**config.mk**
```make
export PLATFORM = sky130hd
export DESIGN_NAME = bg_write_combiner
export DESIGN_NICKNAME = d
export VERILOG_FILES = /design/src/rtl/bg_write_combiner.sv
export SDC_FILE = /design/constraint.sdc
export NUM_CORES = 1
export LEC_CHECK = 0
export BUFFER_PORTS_ARGS = -buffer_cell sky130_fd_sc_hd__buf_4
export CAP_MARGIN = 20
export CORE_MARGIN = 1.5
export CORE_UTILIZATION = 57
export DETAILED_ROUTE_END_ITERATION = 8
export GPL_TIMING_DRIVEN = 0
export HOLD_SLACK_MARGIN = 0.02
export MAX_ROUTING_LAYER = met4
export PLACE_DENSITY = 0.85
export SYNTH_ARGS = -nofsm -noshare
export SYNTH_HDL_FRONTEND = slang
export SYNTH_SLANG_ARGS = --single-unit
```
**constraint.sdc**
```tcl
create_clock -name gpuClk -period 21.7 [get_ports gpuClk]
set_clock_uncertainty 0.05 [all_clocks]
set_input_delay 3.255 -clock gpuClk [delete_from_list [all_inputs] [get_ports gpuClk]]
set_output_delay 3.255 -clock gpuClk [all_outputs]
set_load 0.05 [all_outputs]
```
**src/rtl/bg_write_combiner.sv**
```systemverilog
// bg_write_combiner
// Write-combining buffer between the background write-back path and the
// memory arbitrator. Pixel-pair writes are merged into one 8-word block
// with a per-pixel mask. The block goes out as a single masked burst when
// the block tag changes, when an explicit flush is requested, or (optionally)
// when every pixel in the block has been written.
//
// Ports
//   gpuClk         clock, rising edge
//   i_rst          asynchronous active-high reset
//   write32        pixel pair, [15:0] even pixel, [31:16] odd pixel
//   bgWriteAdr     32-bit word address; [17:3] block tag, [2:0] word in block
//   pixelValid     per-pixel enable, 2'b00 = no request
//   writePixelDone combinational accept for the current request
//   i_flushAll     level request to push out any dirty data
//   o_empty        no dirty pixels and no flush in progress
//   flushReq       registered burst request to the arbitrator
//   flushAdr       block tag of the burst
//   flushData      word i on [32i+31:32i]
//   flushMask      pixel enables, bit 2i+j = word i pixel j
//   flushAck       arbitrator accepted the burst (sampled while flushReq=1)
module bg_write_combiner #(
  parameter bit AUTO_FLUSH_FULL = 1'b1
) (
  input  logic         gpuClk,
  input  logic         i_rst,
  input  logic [31:0]  write32,
  input  logic [17:0]  bgWriteAdr,
  input  logic [1:0]   pixelValid,
  output logic         writePixelDone,
  input  logic         i_flushAll,
  output logic         o_empty,
  output logic         flushReq,
  output logic [14:0]  flushAdr,
  output logic [255:0] flushData,
  output logic [15:0]  flushMask,
  input  logic         flushAck
);

  typedef enum logic {COLLECT, FLUSH} state_t;

  state_t        r_state;
  state_t        w_next_state;
  logic [14:0]   r_tag;
  logic [15:0]   r_mask;
  logic [255:0]  r_data;

  logic          w_req;
  logic          w_hit;
  logic          w_accept;
  logic          w_enter_flush;
  logic [15:0]   w_pv_mask;
  logic [14:0]   w_next_tag;
  logic [15:0]   w_next_mask;
  logic [255:0]  w_next_data;

  assign w_req     = |pixelValid;
  assign w_hit     = (r_mask != '0) && (bgWriteAdr[17:3] == r_tag);
  assign w_pv_mask = 16'(pixelValid) << {bgWriteAdr[2:0], 1'b0};

  // State register
  always_ff @(posedge gpuClk or posedge i_rst) begin
    if (i_rst) r_state <= COLLECT;
    else       r_state <= w_next_state;
  end

  // Next-state logic
  always_comb begin
    w_next_state = r_state;
    case (r_state)
      COLLECT: begin
        if ((r_mask != '0) && (i_flushAll || (w_req && !w_hit)))
          w_next_state = FLUSH;
        else if (AUTO_FLUSH_FULL && w_accept && (w_next_mask == '1))
          w_next_state = FLUSH;
      end
      FLUSH: begin
        if (flushAck) w_next_state = COLLECT;
      end
      default: w_next_state = COLLECT;
    endcase
  end

  // Outputs / control strobes
  always_comb begin
    w_accept = (r_state == COLLECT) && !i_rst && w_req && !i_flushAll &&
               ((r_mask == '0) || w_hit);
    writePixelDone = w_accept;
    o_empty        = (r_mask == '0) && (r_state == COLLECT);
    w_enter_flush  = (r_state == COLLECT) && (w_next_state == FLUSH);
  end

  // Merged view of the buffer after this cycle's accept. The burst snapshot
  // is taken from this view so an auto-flush on the filling write carries
  // that write's pixels too.
  always_comb begin
    w_next_tag  = r_tag;
    w_next_mask = r_mask;
    w_next_data = r_data;
    if (w_accept) begin
      w_next_tag  = bgWriteAdr[17:3];
      w_next_mask = r_mask | w_pv_mask;
      if (pixelValid[0]) w_next_data[{bgWriteAdr[2:0], 5'd0}  +: 16] = write32[15:0];
      if (pixelValid[1]) w_next_data[{bgWriteAdr[2:0], 5'd16} +: 16] = write32[31:16];
    end
  end

  always_ff @(posedge gpuClk or posedge i_rst) begin
    if (i_rst) begin
      r_tag     <= '0;
      r_mask    <= '0;
      r_data    <= '0;
      flushReq  <= 1'b0;
      flushAdr  <= '0;
      flushData <= '0;
      flushMask <= '0;
    end else begin
      r_tag  <= w_next_tag;
      r_data <= w_next_data;
      if ((r_state == FLUSH) && flushAck) r_mask <= '0;
      else                                r_mask <= w_next_mask;

      if (w_enter_flush) begin
        flushReq  <= 1'b1;
        flushAdr  <= w_next_tag;
        flushData <= w_next_data;
        flushMask <= w_next_mask;
      end else if ((r_state == FLUSH) && flushAck) begin
        flushReq  <= 1'b0;
      end
    end
  end

endmodule
```
# --- Word-level counts from Yosys, hierarchy flattened ---
# Cells that the tools add are included.
op_classes:
  n_addsub: 2
  mul: 0
  div_mod_pow: 0
  order_cmp: 0
  eq_ne: 2
  shift: 5
  muxes: 15
  n_bitwise: 2
  reduce_logical: 20
op_table:
  columns: ["cell", "n"]
  rows:
  - ["$mux 256", 4]
  - ["$bwmux 256", 2]
  - ["$shift 16x10->256 const A", 2]
  - ["$shiftx 16x10->256", 2]
  - ["$mux 16", 2]
  - ["$neg 8->10", 2]
  - ["$eq 16x16->1 const B", 1]
  - ["$logic_not 16->1", 1]
  - ["$or 16x16->16", 1]
  - ["$reduce_bool 16->1", 1]
  - ["$shl 2x4->16", 1]
  - ["$eq 15x15->1", 1]
  - ["$mux 15", 1]
  - ["$logic_and 1x1->1", 11]
  - ["$mux 1", 5]
  - ["$logic_not 1->1", 3]
  - ["$logic_or 1x1->1", 2]
  - ["$pmux 1 s2", 1]
  - ["$reduce_bool 2->1", 1]
  - ["$reduce_or 2->1", 1]
  - ["$not 1->1", 1]
word_totals:
  reg_bits: 576
  latch_bits: 0
  mem_bits_rw: 0
  mem_bits_ro: 0
  input_bits: 56
  word_cells: 54
  mem_count: 0

# --- Depth between registers and ports, before layout ---
# Gate-level depths: netlist (run 1).
logic_depth:
  word_depth: 13
  mapped_depth: 13
  ltp_nobuf: 9

# --- Worst setup path after synthesis (run 1) ---
# OpenSTA, ideal clock, no wires.
synth_path:
  path_type: "input to output"
  start: "in bgWriteAdr[10]"
  end: "out writePixelDone"
  t_arrival_ps: 5675
  required_ps: 18395
  slack_ps: 12720
  path_stages: 10
  n_path_buf: 4
  path_cell_list: "xor2_1 nor4_1 nand4_1 o21ai_2 buf_4 and2_1 clkbuf_1 o21a_1 clkbuf_1 buf_1"
synth_via:
  elab_chain_len: 4
synth_lines:
  columns: ["element", "line", "text"]
  rows:
  - ["start, declared", "28", "input logic [17:0] bgWriteAdr,"]
  - ["$eq 15x15->1", "58", "assign w_hit = (r_mask != '0) && (bgWriteAdr[17:3] == r_tag);"]
  - ["$logic_and 1x1->1", "58", null]
  - ["$logic_or 1x1->1", "87", "((r_mask == '0) || w_hit);"]
  - ["$logic_and 1x1->1", "86", "w_accept = (r_state == COLLECT) && !i_rst && w_req && !i_flushAll &&"]
  - ["end, declared", "30", "output logic writePixelDone,"]
# No other way between the ends.

# --- Worst setup path after layout (run 1) ---
layout_path:
  start: "in bgWriteAdr[7]"
  end: "out writePixelDone"
# The elaborated chain is that of the path after synthesis.

==> results of run 1 <==
==> power by group through the flow <==
stage / logic [mW] / clock network [mW] / registers, mW
floorplan: 0.663 / 0 / 2.01
detailed placement: 1.73 / 0 / 1.46
CTS: 1.73 / 1.02 / 1.45
global route: 1.79 / 1.06 / 1.47
global placement: 1.69 / 0 / 1.45
finish: 1.72 / 1.01 / 1.45
==> cell type report <==
cell class                 instances  area [um^2]
antenna                            4         10.0
buffer                            76          494
clock buffer                      80         1610
clock inverter                    22          293
fill                            2676        12000
inverter                          19         78.8
multi-input combinational        820         8470
sequential                       576        14400
tap                              532          666
timing repair buffer             352         2720
==> state kept, by name (all words and copies together), names as in the netlist <==
register	flops
flushData	256
r_data	256
flushMask	16
r_mask	16
flushAdr	15
r_tag	15
flushReq	1
r_state	1
==> kinds of logic after synthesis <==
family,count (synthesis)
and+or+nand+nor,208
DFF,576
adders and majority gates,6
muxes,526
buffers and inverters,95
AOI/OAI and AO/OA,65
xor gates and xnor gates,15
==> routing by layer <==
metal / vias to the layer above / wire [um]
li1: 6049 / -
met1: 7294 / 25800
met2: 428 / 28300
met3: 117 / 2900
met4: 0 / 1960
met5: - / 0
==> cells in the mapped netlist, drive strengths merged (14+ instances only) <==
master and instances:
a22o 16, and2 67, and3 35, buf 36, clkbuf 40, dfrtp 576, inv 19, mux2 512
mux2i 14, nand2 50, nor2 24, o21ai 20
==> worst reg2reg max path, cell delays in order (launching register included) <==
cell	delay, ns
dfrtp_1	0.40
xor2_1	0.17
nor4_1	0.41
nand2_1	0.17
o21ai_2	0.31
buf_4	0.23
and2_1	0.13
clkbuf_1	0.43
nand3b_1	0.25
nor2_1	0.76
clkbuf_1	0.67
mux2_2	0.44
mux2_2	0.27
==> worst max-delay path by stage <==
stage               cells past startpoint             end
floorplan                               1     flushAdr[0]
global placement                        2     r_data[239]
detailed placement                     12  writePixelDone
CTS                                    12  writePixelDone
global route                           12  writePixelDone
finish                                 12  writePixelDone
==> stage by stage <==
| stage | instances | utilization |
|---|---|---|
| after CTS | 2477 | 0.706 |
| after global routing | 2480 | 0.706 |
| after global placement | 2368 | 0.655 |
| after floorplan | 1491 | - |
| after detailed placement | 2375 | 0.659 |
| final | 2481 | 0.706 |
==> impl_metrics.py, run 1 <==
metrics = {
    "outcome": {
        "outcome": "completed",
    },
    "setup_path": {
        "cpMostUsedCell": "buf_4",
        "endpoint_kind": "output pin",
        "crit_start": "bgWriteAdr[7]",
        "r2r_setup_slack_ns": 16.89,
        "path_buf_inv": 6,
        "cp_slowest_cell": "buf_1",
        "cpPeakStageDelay_ns": 0.49,
        "ff2ff_path_depth": 12,
        "r2r_start": "r_tag[4]",
        "worstSetupPathType": "primary input to output pin",
        "worst_ep_arrival_time_ns": 6.56,
        "cp_max_fo": 10,
        "r2r_end": "flushData[232]",
        "path_delay_family": "buffers and inverters",
        "cp.required_ns": 18.40,
        "startpoint_type": "primary input",
        "path_cells": "buf_4 > xor2_1 > nor4_1 > nand2_1 > o21ai_2 > buf_4 > and2_1 > clkbuf_1 > o21a_1 > clkbuf_1 > buf_1 > buf_4",
    },
    "timing": {
        "fin_crit_ns": 9.86,
        "fin_crit_sh": 0.454,
        "hold_violations": 0,
        "fin_tns_setup_ns": 0,
        "rsz0062_at_grt": "no",
        "max_freq_mhz": 101,
        "slew_violations": 0,
        "tightest_slew_ns": 0.907,
        "hold_ws_ns": 0.434,
        "setup_viol": 0,
        "setup_slack_ns": 11.84,
        "slew_headroom": 0.393,
    },
    "layout": {
        "final_area_um2": 28800,
        "area_growth_pct": 22.7,
        "final_common_cell": "dfrtp_1",
        "mostFrequentLayoutCells": "dfrtp_1, buf_4, mux2_2",
        "drive_gt1_frac": 0.502,
        "fin_nets": 1964,
    },
    "route": {
        "drt-total-wl_mm": 59.0,
        "final_antenna_net_count": 0,
        "vias_per_cell": 5.60,
        "drc": 0,
        "drt-pass1-iter-count": 5,
        "via_count": 13888,
        "avgRoutedWirePerCell_um": 23.8,
        "drtIter0Drc": 916,
    },
    "cts": {
        "cts_tree": "built",
        "clockBufferDepth": 3,
        "postCtsSetupBuffers": 0,
        "clock-sinks": 576,
        "cts_repair_resize_count": 0,
        "cts_buffers": 57,
        "cts_hold_buffers": 0,
        "htree_num_levels": 2,
        "clk_latency_ns": 0.61,
        "clkTransAtPathRegs_ns": 0.06,
        "root_buffer": "clkbuf_16",
    },
    "synthesis": {
        "synth_top_area_frac": 0.615,
        "synth_adder_area_share": 0.00320,
        "synth_compound_area_frac": 0.0201,
        "seq_area_frac_synth": 0.615,
        "muxShareOfSynthArea": 0.284,
        "yosysUniqueCellTypes": 47,
        "syn_area_per_cell_um2": 15.7,
        "netlist_top_cells_area": "dfrtp_1, mux2_2, mux2_4, and2_1, buf_6",
        "yosys.area_share.simple": 0.0480,
        "ys.flop_type": "dfrtp_1",
        "synth_top_family_by_area": "multiplexers",
        "synth_fp_nets": 1553,
        "synth_top_area_cell": "dfrtp_1",
        "yosys_warnings": 0,
        "synth_cells": 1491,
        "synth_area_um2": 23400,
        "synth_edf_count": 0,
        "synth_xor_area_frac": 0.00560,
        "synthArstFlopShare": 1.00,
        "synth-seq-cells": 576,
    },
    "power": {
        "power.density_nw_per_um2": 145,
        "p_sw_frac": 0.389,
        "pwr-share-comb": 0.413,
        "ir_drop_mv": 0.126,
        "p_seq_frac": 0.347,
        "p_clk_frac": 0.241,
        "switching_power_mw": 1.63,
        "total_power_mw": 4.18,
        "leakage_nw": 15.5,
        "internal_power_mw": 2.55,
    },
    "die": {
        "rows": 74,
        "start_util": 0.575,
        "core_area_um2": 40700,
        "fp.dieArea_um2": 42400,
        "fp.dieW_um": 206,
        "io-pin-count": 346,
        "die_height_um": 206,
    },
    "global_routing": {
        "antenna_found_initial": 3,
        "grt.overflow.total": 0,
        "grt_first_pass_wirelength_mm": 89.0,
        "grt_pass1_vias": 14725,
        "grt.busiest_layer": "met2",
        "track_usage": 0.288,
        "met2_usage": 0.444,
        "use_met3": 0.0431,
        "grt_use_met1": 0.394,
        "grt_max_degree": 137,
    },
    "placed_design": {
        "dp_hpwl_mm": 41.6,
        "io_buffers": 345,
        "dpl_cell_area_um2": 26800,
        "place.gp.congestion": 0.868,
        "post-place-ws_ns": 11.79,
    },
    "hold_path": {
        "hold_start": "r_data[152]",
        "hold-path-endpoint": "r_data[152]",
        "min_path_cells": 2,
        "min_path_type": "flip-flop to flip-flop",
    },
    "flow_run": {
        "cap_violations": 0,
    },
}
Power figures use the tool's default switching activity.
==> run 2, diff against run 1 <==
- CORE_UTILIZATION: 57 -> 52
- PLACE_DENSITY: 0.85 -> 0.82
- clock period: 21.7 -> 8.2 ns (I/O delays scaled with it)
==> run 2 against run 1 <==
Net effect:
- total power increased to 2.6 times the previous value
- non-clock buffer count increased by 10
- critical endpoint unchanged
- flip-flop and latch count unchanged
- combinational power increased to 2.7 times the previous value
- sequential power increased to 2.6 times the previous value
- setup slack got worse by 9.4 ns
- design area increased by 0.80%
- via count decreased by 0.84%
- register-to-register slack got worse by 13 ns
- clock-buffer cell count increased by 3
- sequential share of layout area decreased by 0.40 points
- clock power increased to 2.6 times the previous value
==> impl_metrics.py, run 2 (synthesis results as in run 1) <==
metrics = {
    "outcome": {
        "outcome": "completed",
    },
    "cts": {
        "cts_tree": "built",
        "postCtsSetupBuffers": 0,
        "clock-sinks": 576,
        "cts_hold_buffers": 0,
        "root_buffer": "clkbuf_16",
        "cts_buffers": 57,
        "clk_latency_ns": 0.62,
        "htree_num_levels": 2,
        "clkTransAtPathRegs_ns": 0.06,
        "clockBufferDepth": 3,
        "cts_repair_resize_count": 0,
    },
    "setup_path": {
        "r2r_end": "flushData[238]",
        "ff2ff_path_depth": 12,
        "worstSetupPathType": "primary input to output pin",
        "cp.required_ns": 6.92,
        "startpoint_type": "primary input",
        "worst_ep_arrival_time_ns": 4.52,
        "crit_start": "bgWriteAdr[7]",
        "r2r_start": "r_tag[4]",
        "r2r_setup_slack_ns": 3.40,
        "endpoint_kind": "output pin",
        "cp_max_fo": 10,
    },
    "timing": {
        "hold_ws_ns": 0.442,
        "setup_viol": 0,
        "max_freq_mhz": 172,
        "fin_crit_sh": 0.708,
        "slew_headroom": 0.400,
        "hold_violations": 0,
        "rsz0062_at_grt": "no",
        "fin_crit_ns": 5.80,
        "slew_violations": 0,
        "tightest_slew_ns": 0.896,
        "setup_slack_ns": 2.40,
        "fin_tns_setup_ns": 0,
    },
    "power": {
        "ir_drop_mv": 0.324,
        "switching_power_mw": 4.31,
        "p_sw_frac": 0.391,
        "p_clk_frac": 0.238,
        "internal_power_mw": 6.72,
        "power.density_nw_per_um2": 380,
        "total_power_mw": 11.0,
        "leakage_nw": 15.6,
        "p_seq_frac": 0.347,
        "pwr-share-comb": 0.414,
    },
    "placed_design": {
        "dpl_cell_area_um2": 27100,
        "post-place-ws_ns": 2.32,
        "place.gp.congestion": 0.882,
        "io_buffers": 345,
        "dp_hpwl_mm": 42.9,
        "placed_cells": 2444,
    },
    "route": {
        "drt-pass1-iter-count": 6,
        "via_count": 13772,
        "drt-total-wl_mm": 59.5,
        "final_antenna_net_count": 0,
        "drtIter0Drc": 848,
        "drc": 0,
        "avgRoutedWirePerCell_um": 23.3,
        "vias_per_cell": 5.40,
    },
    "layout": {
        "final_common_cell": "dfrtp_1",
        "fin_cells": 2552,
        "mostFrequentLayoutCells": "dfrtp_1, buf_4, mux2_2",
        "area_growth_pct": 23.6,
        "final_area_um2": 29000,
        "fin_util": 0.654,
        "reg.largest.list": "flushData (256), r_data (256)",
        "drive_gt1_frac": 0.506,
        "fin_nets": 1974,
    },
    "global_routing": {
        "grt_max_degree": 47,
        "antenna_found_initial": 4,
        "grt.overflow.total": 0,
        "track_usage": 0.265,
        "grt_pass1_vias": 14737,
        "grt_first_pass_wirelength_mm": 90.4,
    },
    "hold_path": {
        "hold_start": "r_data[198]",
        "min_path_type": "flip-flop to flip-flop",
        "min_path_cells": 1,
        "hold-path-endpoint": "r_data[198]",
    },
    "die": {
        "core_area_um2": 44300,
        "fp.dieW_um": 215,
        "die_height_um": 215,
        "start_util": 0.529,
        "rows": 77,
        "fp.dieArea_um2": 46400,
        "io-pin-count": 346,
    },
    "flow_run": {
        "cap_violations": 0,
    },
}
-- run 2: cell type report --
class / count / area [um^2]
fill: 3142 / 15300
sequential: 576 / 14400
multi-input combinational: 820 / 8470
timing repair buffer: 362 / 2890
clock buffer: 83 / 1690
tap: 592 / 741
buffer: 76 / 494
clock inverter: 20 / 209
inverter: 19 / 75.1
antenna: 4 / 10.0
-- run 2: power groups by stage --
| stage | registers (mW) | clock network (mW) | logic, mW |
|---|---|---|---|
| 4_1_cts | 3.83 | 2.67 | 4.61 |
| 3_3_place_gp | 3.85 | 0 | 4.51 |
| 2_1_floorplan | 5.31 | 0 | 1.76 |
| 3_5_place_dp | 3.86 | 0 | 4.59 |
| 5_1_grt | 3.89 | 2.78 | 4.74 |
| 6_report | 3.83 | 2.63 | 4.57 |
-- run 2: critical path, stage by stage --
cell	delay [ns]
buf_4	0.12
xor2_1	0.15
nor4_1	0.43
nand2_1	0.17
o21ai_2	0.31
buf_4	0.23
and2_1	0.13
clkbuf_1	0.39
o21a_1	0.19
clkbuf_1	0.35
buf_1	0.51
buf_4	0.31
-- run 2: how the worst max path moves through the flow --
stage / end / slack, ns / depth (start not counted)
3_5_place_dp: writePixelDone / 2.32 / 12
3_3_place_gp: flushData[238] / -3.65 / 2
4_1_cts: writePixelDone / 2.32 / 12
6_report: writePixelDone / 2.40 / 12
2_1_floorplan: flushAdr[0] / -0.93 / 1
5_1_grt: writePixelDone / 2.19 / 12
-- run 2: per-layer routing --
layer | vias up | track usage | wire length (um)
li1 | 6073 | - | -
met1 | 7159 | 0.358 | 26200
met2 | 419 | 0.401 | 28000
met3 | 121 | 0.0483 | 2930
met4 | 0 | 0.106 | 2340
met5 | - | - | 0
==> run 3, diff against run 2 <==
- CORE_UTILIZATION: 52 -> 57
- PLACE_DENSITY: 0.82 -> 0.85
- clock period: 8.2 -> 5.71 ns (I/O delays scaled with it)
==> run 3 against run 2 <==
Net effect:
- design area is 0.49% lower
- total power is 43% higher
- worst hold slack worse by 0.17 ns
- sequential power is 43% higher
- sequential share of layout area is 0.25 points higher
- cell count is 2.6% lower
- critical endpoint unchanged
- largest cell class unchanged
- largest power group unchanged
- highest routed layer unchanged
==> impl_metrics.py, run 3 (synthesis results as in run 1) <==
metrics = {
    "layout": {
        "reg.largest.list": "flushData (256), r_data (256)",
        "area_growth_pct": 23.0,
        "final_common_cell": "dfrtp_1",
        "drive_gt1_frac": 0.504,
        "mostFrequentLayoutCells": "dfrtp_1, buf_4, mux2_2",
        "fillers": 2619,
        "fin_nets": 1975,
    },
    "timing": {
        "rsz0062_at_grt": "no",
        "slew_violations": 0,
        "setup_viol": 0,
        "fin_crit_sh": 0.893,
        "fin_crit_ns": 5.10,
        "max_freq_mhz": 196,
        "fin_tns_setup_ns": 0,
        "slew_headroom": 0.412,
        "setup_slack_ns": 0.611,
        "tightest_slew_ns": 0.880,
        "hold_violations": 0,
    },
    "die": {
        "fp.dieArea_um2": 42400,
        "start_util": 0.575,
        "die_height_um": 206,
        "fp.dieW_um": 206,
        "io-pin-count": 346,
        "rows": 74,
        "core_area_um2": 40700,
    },
    "global_routing": {
        "use_met3": 0.0448,
        "grt_max_degree": 45,
        "met2_usage": 0.432,
        "grt_pass1_vias": 14793,
        "grt_use_met1": 0.390,
        "grt.overflow.total": 0,
        "grt.busiest_layer": "met2",
        "antenna_found_initial": 2,
        "grt_first_pass_wirelength_mm": 88.8,
        "track_usage": 0.289,
    },
    "setup_path": {
        "endpoint_kind": "output pin",
        "worstSetupPathType": "flip-flop to output pin",
        "worst_ep_arrival_time_ns": 4.19,
        "startpoint_type": "flip-flop",
        "cp.required_ns": 4.80,
        "cp_max_fo": 10,
    },
    "placed_design": {
        "post-place-ws_ns": 0.344,
        "io_buffers": 345,
        "place.gp.congestion": 0.863,
        "dp_hpwl_mm": 42.1,
    },
    "cts": {
        "clk_latency_ns": 0.61,
        "cts_hold_buffers": 0,
        "postCtsSetupBuffers": 0,
        "cts_buffers": 57,
        "cts_tree": "built",
        "cts_repair_resize_count": 0,
        "root_buffer": "clkbuf_16",
        "clock-sinks": 576,
        "htree_num_levels": 2,
        "clockBufferDepth": 3,
        "clkTransAtPathRegs_ns": 0.06,
    },
    "power": {
        "leakage_nw": 15.6,
        "ir_drop_mv": 0.449,
        "power.density_nw_per_um2": 545,
    },
    "outcome": {
        "outcome": "completed",
    },
    "route": {
        "vias_per_cell": 5.59,
        "drc": 0,
        "drt-total-wl_mm": 58.8,
        "avgRoutedWirePerCell_um": 23.6,
        "final_antenna_net_count": 0,
        "drt-pass1-iter-count": 5,
        "via_count": 13892,
        "drtIter0Drc": 855,
    },
    "hold_path": {
        "min_path_type": "primary input to asynchronous set/reset pin",
    },
    "flow_run": {
        "cap_violations": 0,
    },
}
-- run 3: cell count changes in the layout (fill, tap and decap cells not counted) --
cell,delta
clkinv_2,-6
clkbuf_16,-2
clkbuf_8,+2
clkinvlp_4,-2
buf_12,+1
buf_4,-1
bufinv_16,-1
clkbuf_1,+1
clkbuf_2,+1
inv_6,+1
-- run 3: layout make-up --
cell class                      count  area, um^2  share of cell area
Sequential cell                   576       14400               0.500
Multi-Input combinational cell    820        8470               0.294
Timing Repair Buffer              363        2910               0.101
Clock buffer                       84        1670              0.0578
Tap cell                          532         666              0.0231
Buffer                             76         494              0.0171
Clock inverter                     12         143             0.00495
Inverter                           19        75.1             0.00260
Antenna cell                        4        10.0            0.000347
-- run 3: worst paths after layout --
kind | from | to | slack [ns] | depth (start not counted)
worst max-delay path | r_tag[4] | writePixelDone | 0.61 | 11
worst min-delay path | i_rst | flushMask[3] | 0.27 | 2
worst max register to register | r_tag[4] | flushData[233] | 0.94 | 12
worst min register to register | r_data[147] | r_data[147] | 0.44 | 2
max in group asynchronous | i_rst | flushData[47] | 3.68 | 7
min in group gpuClk | flushAck | r_mask[3] | 0.39 | 2
-- run 3: power by group --
part	total (mW)	leakage, nW	switching (mW)	internal (mW)
clock network	3.66	0.897	1.53	2.13
registers	5.48	7.92	0.515	4.97
logic	6.57	6.73	4.10	2.47
total	15.7	15.6	6.15	9.57
-- run 3: metrics by stage --
step                      cell area (um^2)  power [mW]  hold WS, ns  instances   util
after global routing                 28800        16.3        0.309       2484  0.708
after floorplan                      23400        10.1        0.397       1491      -
after CTS                            28800        15.8        0.264       2480  0.707
after detailed placement             27000        12.1        0.426       2384  0.663
final                                28800        15.7        0.274       2486  0.708
after global placement               26700        12.0        0.412       2368  0.655
-- run 3: critical path, stage by stage, from the launching register on --
cell and delay, ns:
dfrtp_1 0.38, xor2_1 0.15, nor4_1 0.43, nand2_1 0.17, o21ai_2 0.31, buf_4 0.23
and2_1 0.13, clkbuf_1 0.41, o21a_1 0.20, clkbuf_1 0.37, buf_1 0.49, buf_4 0.30
-- run 3: per-layer routing --
metal  up-vias  wire length [um]  share of wire
met5         -                 0              0
met4         0              2710          0.046
met3       146              2730          0.046
li1       6083                 -              -
met1      7225             25900           0.44
met2       438             27400           0.47
